===== src/rtl/dequant_zigzag.sv =====
// dequant_zigzag: serial zigzag coefficients -> dequantized, saturated 8x8 row-major block
// Publishes each completed block in parallel with a one-cycle valid_out pulse and its channel tag.
module dequant_zigzag #(
    parameter int COEF_W = 11,
    parameter int Q_W    = 8,
    parameter int OUT_W  = 12
) (
    input  logic                                  clk,
    input  logic                                  rst,
    input  logic                                  coef_valid,
    output logic                                  coef_ready,
    input  logic signed [COEF_W-1:0]              coef_in,
    input  logic                                  coef_last,
    input  logic [1:0]                            coef_channel,
    input  logic                                  qt_wr_en,
    input  logic                                  qt_wr_sel,
    input  logic [5:0]                            qt_wr_addr,
    input  logic [Q_W-1:0]                        qt_wr_data,
    output logic signed [7:0][7:0][OUT_W-1:0]     idct_in,
    output logic                                  valid_out,
    output logic [1:0]                            channel_out
);
    typedef enum logic {FILL, ZERO} state_t;
    localparam int PW = COEF_W + Q_W + 1;
    localparam logic signed [PW-1:0] MAXV = PW'((1 << (OUT_W - 1)) - 1);
    localparam logic signed [PW-1:0] MINV = -MAXV - 1;
    // zigzag index -> row*8+col
    localparam logic [5:0] ZZ [64] = '{
         0,  1,  8, 16,  9,  2,  3, 10, 17, 24, 32, 25, 18, 11,  4,  5,
        12, 19, 26, 33, 40, 48, 41, 34, 27, 20, 13,  6,  7, 14, 21, 28,
        35, 42, 49, 56, 57, 50, 43, 36, 29, 22, 15, 23, 30, 37, 44, 51,
        58, 59, 52, 45, 38, 31, 39, 46, 53, 60, 61, 54, 47, 55, 62, 63};

    state_t                   state;
    logic [5:0]               k;
    logic [1:0]               ch_r;
    logic [Q_W-1:0]           qt [2][64];
    logic [63:0][OUT_W-1:0]   work, work_nx;
    logic [1:0]               cur_ch;
    logic [Q_W-1:0]           q;
    logic signed [PW-1:0]     prod;
    logic [OUT_W-1:0]         sat;
    logic                     xfer, wr, done;

    assign coef_ready = state == FILL && !rst;
    assign xfer       = coef_valid && coef_ready;
    assign wr         = state == ZERO || xfer;
    assign done       = wr && k == 6'd63;
    assign cur_ch     = (state == FILL && k == 6'd0) ? coef_channel : ch_r;
    assign q          = qt[cur_ch != 2'd0][k];
    assign prod       = PW'(coef_in) * PW'(signed'({1'b0, q}));
    assign sat        = prod > MAXV ? MAXV[OUT_W-1:0] : prod < MINV ? MINV[OUT_W-1:0] : prod[OUT_W-1:0];

    always_comb begin
        work_nx = work;
        if (wr) work_nx[ZZ[k]] = state == ZERO ? '0 : sat;
    end

    // every position is rewritten each block, so the buffer needs no reset
    always_ff @(posedge clk) work <= work_nx;

    always_ff @(posedge clk) begin
        if (rst) begin
            state       <= FILL;
            k           <= '0;
            ch_r        <= '0;
            valid_out   <= 1'b0;
            idct_in     <= '0;
            channel_out <= '0;
            for (int i = 0; i < 64; i++) begin
                qt[0][i] <= Q_W'(1);
                qt[1][i] <= Q_W'(1);
            end
        end else begin
            valid_out <= done;
            if (qt_wr_en) qt[qt_wr_sel][qt_wr_addr] <= qt_wr_data;
            if (xfer && k == 6'd0) ch_r <= coef_channel;
            if (done) begin
                idct_in     <= work_nx;
                channel_out <= ch_r;
                k           <= '0;
                state       <= FILL;
            end else if (wr) begin
                k <= k + 6'd1;
                if (state == FILL && coef_last) state <= ZERO;
            end
        end
    end
endmodule

===== config.mk =====
export PLATFORM = sky130hd
export DESIGN_NAME = dequant_zigzag
export DESIGN_NICKNAME = d
export VERILOG_FILES = /design/src/rtl/dequant_zigzag.sv
export SDC_FILE = /design/constraint.sdc
export NUM_CORES = 2
export LEC_CHECK = 0
export ABC_AREA = 0
export ABC_CLOCK_PERIOD_IN_PS = 25400
export CORE_MARGIN = 2
export CORE_UTILIZATION = 25
export CTS_CLUSTER_DIAMETER = 80
export DETAILED_ROUTE_END_ITERATION = 10
export GPL_ROUTABILITY_DRIVEN = 0
export MAX_ROUTING_LAYER = met4
export PLACE_DENSITY = 0.43
export SLEW_MARGIN = 15
export SYNTH_ARGS = -nofsm -noshare
export SYNTH_HDL_FRONTEND = slang
export SYNTH_SLANG_ARGS = --single-unit

===== constraint.sdc =====
create_clock -name clk -period 25.4 [get_ports clk]
set_input_delay 7.62 -clock clk [delete_from_list [all_inputs] [get_ports clk]]
set_output_delay 7.62 -clock clk [all_outputs]
set_load 0.01 [all_outputs]

Yosys cells after proc, flatten, opt, wreduce, memory -nomap -nowiden:

Memories as Yosys holds them, arrays and structs flattened.
Index checks and enable logic that the tools add are counted.

* flip-flop bits (word level): 1548
* bits in latches: 0
* RAM bits: 1024
* bits in read-only memories: 384
* input port bits: 33
* output and inout bits: 772
* logic and storage cells: 186
* memories kept: 2

Memory list
* qt: depth 2, width 512, read ports 1, clocked after Yosys merged registers in 0, write ports 2, RTL line 37 `logic [Q_W-1:0] qt [2][64];`
* (name not given): depth 64, width 6, read ports 1, clocked after Yosys merged registers in 0, write ports 0, RTL line 56 `if (wr) work_nx[ZZ[k]] = state == ZERO ? '0 : sat;`

* add/sub/neg operators: 1
* $mul: 1
* div/mod/pow operators: 0
* magnitude comparators: 7
* equal/unequal tests: 1
* shift-type cells: 0
* mux-type cells: 23
* bitwise operators: 3
* reduce and logical (&&, ||, !) cells: 15

Operators by type and width (count)
* 512-bit two-way mux: 3
* 768-bit bitwise mux: 1
* 768-bit two-way mux: 1
* 512-bit OR reduction: 1
* 12-bit demux with 6-bit select: 1
* 8-bit binary-select mux with 6-bit select: 1
* 8-bit demux with 6-bit select: 1
* 12-bit two-way mux: 4
* 8-bit two-way mux: 3
* 20-bit by 12-bit > comparator with 1-bit output, second input constant: 1
* 20-bit by 12-bit less-than comparator with 1-bit output, second input constant: 1
* 11-bit by 9-bit multiplier with 20-bit output: 1
* 7-bit greater-or-equal comparator, second input constant: 2
* 6-bit NOT with 7-bit output: 2
* 6-bit two-way mux: 2
* 1-bit logical AND: 8
* 6-bit by 7-bit less-than comparator with 1-bit output, second input constant: 1
* 7-bit by 1-bit less-than comparator with 1-bit output, second input constant: 1
* 6-bit by 1-bit adder with 6-bit output, second input constant: 1
* 6-bit == test, second input constant: 1
* 6-bit by 1-bit greater-or-equal comparator with 1-bit output, second input constant: 1
* 6-bit zero test: 1
* 1-bit two-way mux: 5
* 2-bit two-way mux: 1
* other kinds (6): 6

Depth between registers and ports, before layout:

An unclocked memory read counts as a cell.

* depth after elaboration: 15
* depth in mapped cells: 44
* mapped depth without buffers: 31

Least setup slack after synthesis:

Ideal clock, no wire load.

* path type: in2out
* start point: input port rst
* end point: output port coef_ready
* data arrival time: 8.209 ns
* required time: 17.780 ns
* setup slack: 9.571 ns
* cell stages on the path: 3
* path through: clkbuf_1 -> clkbuf_1 -> nor2_1

* cells in the longest elaborated chain, start to end: 2

Ends and longest elaborated chain
* from (decl): RTL line 9 `input logic rst,`
* 1-bit zero test: RTL line 45 `assign coef_ready = state == FILL && !rst;`
* 1-bit logical AND: RTL line 45
* to (decl): RTL line 11 `output logic coef_ready,`

Every way passes these cells.

==> metrics.yaml <==
status:
  status: "complete, no violations"
sta:
  fin_skew_ns: 0.0679
  max_slew_margin: 0.181
  fin_crit_sh: 0.744
  rsz0062_at_grt: "false"
  slew_violations: 0
  worst_pin_slew_ns: 1.23
  max_freq_ghz: 0.0529
  finalCriticalPeriod_ns: 18.90
  hold_viol: 0
  fin_setup_tns_ns: 0
  setup_violations: 0
critical_path:
  cp-end-kind: "flop"
  cp_slowest_cell: "nor4_1"
  cp.required_ns: 26.18
  critPathArrivalTime_ns: 19.68
  cp_num_buf_inv: 9
  cp-start-kind: "input pin"
  path_class: "input pin to flop"
  cp_common_cell: "buf_4"
  worst-path-stages: 34
  slowest_delay_ns: 0.84
  crit_path_max_fanout: 53
  cp_top_family: "buffers and inverters"
  reg2reg_depth: 34
clock_tree:
  cts_hold_buffers: 0
  cts.root.buffer_cell: "clkbuf_16"
  cts_setup_buffers: 0
  cts_resized: 0
  cts_buffers: 301
  ctsHtreeMaxLevel: 5
  path_clk_slew_ns: 0.06
  clk_latency_ns: 0.92
  cts_tree: "done"
  clock-sinks: 2572
  clockBufferDepth: 4
synth:
  ys_seq_area_frac: 0.611
  synth_area_um2: 101000
  async_flop_share: 0
  ys_seq_elements: 2572
  ys_types: 77
  synth_area_leaders: "dfxtp_1, edfxtp_1, and2_1"
  syn_area_per_cell_um2: 11.4
  synth_fp_nets: 9050
  synth_compound_area_frac: 0.134
  synth_ff_type: "dfxtp_1"
  synthAdderAreaFrac: 0.0211
  yosys.area_share.simple: 0.148
  syn_inst: 8890
  synth_top_area_frac: 0.307
  synth_xor_area_frac: 0.00165
  yosysTopAreaCell: "dfxtp_1"
  synth_edf_count: 1024
  synth_top_family_by_area: "simple AND/OR/NAND/NOR gates"
  ys_warn_count: 0
  muxShareOfSynthArea: 0.0459
  synthTopCellsByCount: "dfxtp_1, nand2_1, edfxtp_1"
  synth.most_common_cell: "dfxtp_1"
global_route:
  grt_pass1_wl_mm: 523
  grt_overflow: 0
  grt_antenna_before_repair: 18
  grt_pass1_vias: 69100
  grt_start_max_net_pins: 204
  grt.total_usage: 0.178
die:
  num_rows: 233
  dieHeight_um: 640
  die_w_um: 640
  core_um2: 403000
  io_pins: 805
  dieArea_um2: 409000
  start_util: 0.251
detailed_routing:
  post_drt_via_cell_ratio: 4.67
  wirelength_mm: 367
  drcViolationCount: 0
  antenna_left: 0
  vias: 69900
  firstDrtPassIters: 5
  wl_per_cell_um: 24.5
  first_iter_violations: 5249
placed_design:
  dp_hpwl_mm: 243
  portBuffers: 804
cells_and_area:
  nets: 9497
  seqCellArea_um2: 61800
  syn_to_final_growth_pct: 22.4
  fillers: 40600
  drive_gt1_frac: 0.101
  multi_input_area_um2: 35600
worst_hold_path:
  hp-class: "flop to flop"
  hold-path-cell-count: 1
job:
  drv_cap: 0
[worst paths after layout]
kind,from,end,slack [ns]
hold reg to reg,work[161]$_DFF_P_,idct_in[161]$_SDFFE_PP0P_,0.43
hold / removal,work[161]$_DFF_P_,idct_in[161]$_SDFFE_PP0P_,0.43
setup reg to reg,k[0]$_SDFFE_PP0N_,idct_in[656]$_SDFFE_PP0P_,12.75
setup / recovery,coef_channel[1],idct_in[656]$_SDFFE_PP0P_,6.50
[layer usage]
layer / part of all wire / GRT usage / vias to the layer above
li1: - / - / 32400
met1: 0.44 / 0.229 / 35100
met2: 0.48 / 0.291 / 1967
met3: 0.054 / 0.0271 / 425
met4: 0.030 / 0.0509 / 0
met5: 0 / - / -
[logic make-up (layout without fill, tap and decap cells)]
logic type      Yosys count  in the layout
simple gates           2914           2914
flops                  2572           2572
compound gates         1993           1993
buf+inv                 950           1633
mux                     315            315
fa+ha+maj               127            127
xor+xnor                 19             19
other cells               0              9
[through the flow]
stage / setup slack (ns) / hold WS (ns) / utilization / cells / cell area (µm²)
global placement: 5.23 / 0.430 / 0.283 / 14400 / 114000
floorplan: 9.57 / 0.420 / - / 8890 / 101000
global route: 5.95 / 0.453 / 0.307 / 15000 / 124000
CTS: 6.40 / 0.429 / 0.307 / 15000 / 124000
detailed placement: 5.39 / 0.437 / 0.283 / 14400 / 114000
finish: 6.50 / 0.426 / 0.307 / 15000 / 124000
[state kept, by name (all words and copies together) (netlist names)]
name	cells
channel_out	2
qt	1024
work	768
k	6
idct_in	768
ch_r	2
valid_out	1
state	1
[worst register-to-register path, delay by kind of cell (launching register included)]
kind                     cells  cell delay, ns
multiplexers                 2            0.95
AND/OR/NAND/NOR              6            1.96
AO/OA/AOI/OAI               10            3.58
adder cells (fa/ha/maj)      6            2.61
buffers and inverters       10            2.98
flip-flops                   1            0.47
[layout by cell type, fill, tap and decap left out, types with 188 or more instances in the layout]
cell type,instances
a22o_1,656
and2_1,955
clkbuf_16,310
clkdlybuf4s50_1,795
dfxtp_1,1542
edfxtp_1,1024
nand2_1,1025
nor2_1,258
o21ai_0,849
or2_2,188
[area by class of cell]
type	count	share of cell area
Clock inverter	107	0.00878
Inverter	167	0.00513
Multi-Input combinational cell	5368	0.288
Antenna cell	9	0.000182
Sequential cell	2572	0.499
Timing Repair Buffer	927	0.0730
Clock buffer	432	0.0705
Tap cell	5405	0.0547
Power is left out: the tool's default activity adds up to more than one toggle a clock period on the data nets, which glitch-free logic cannot reach.
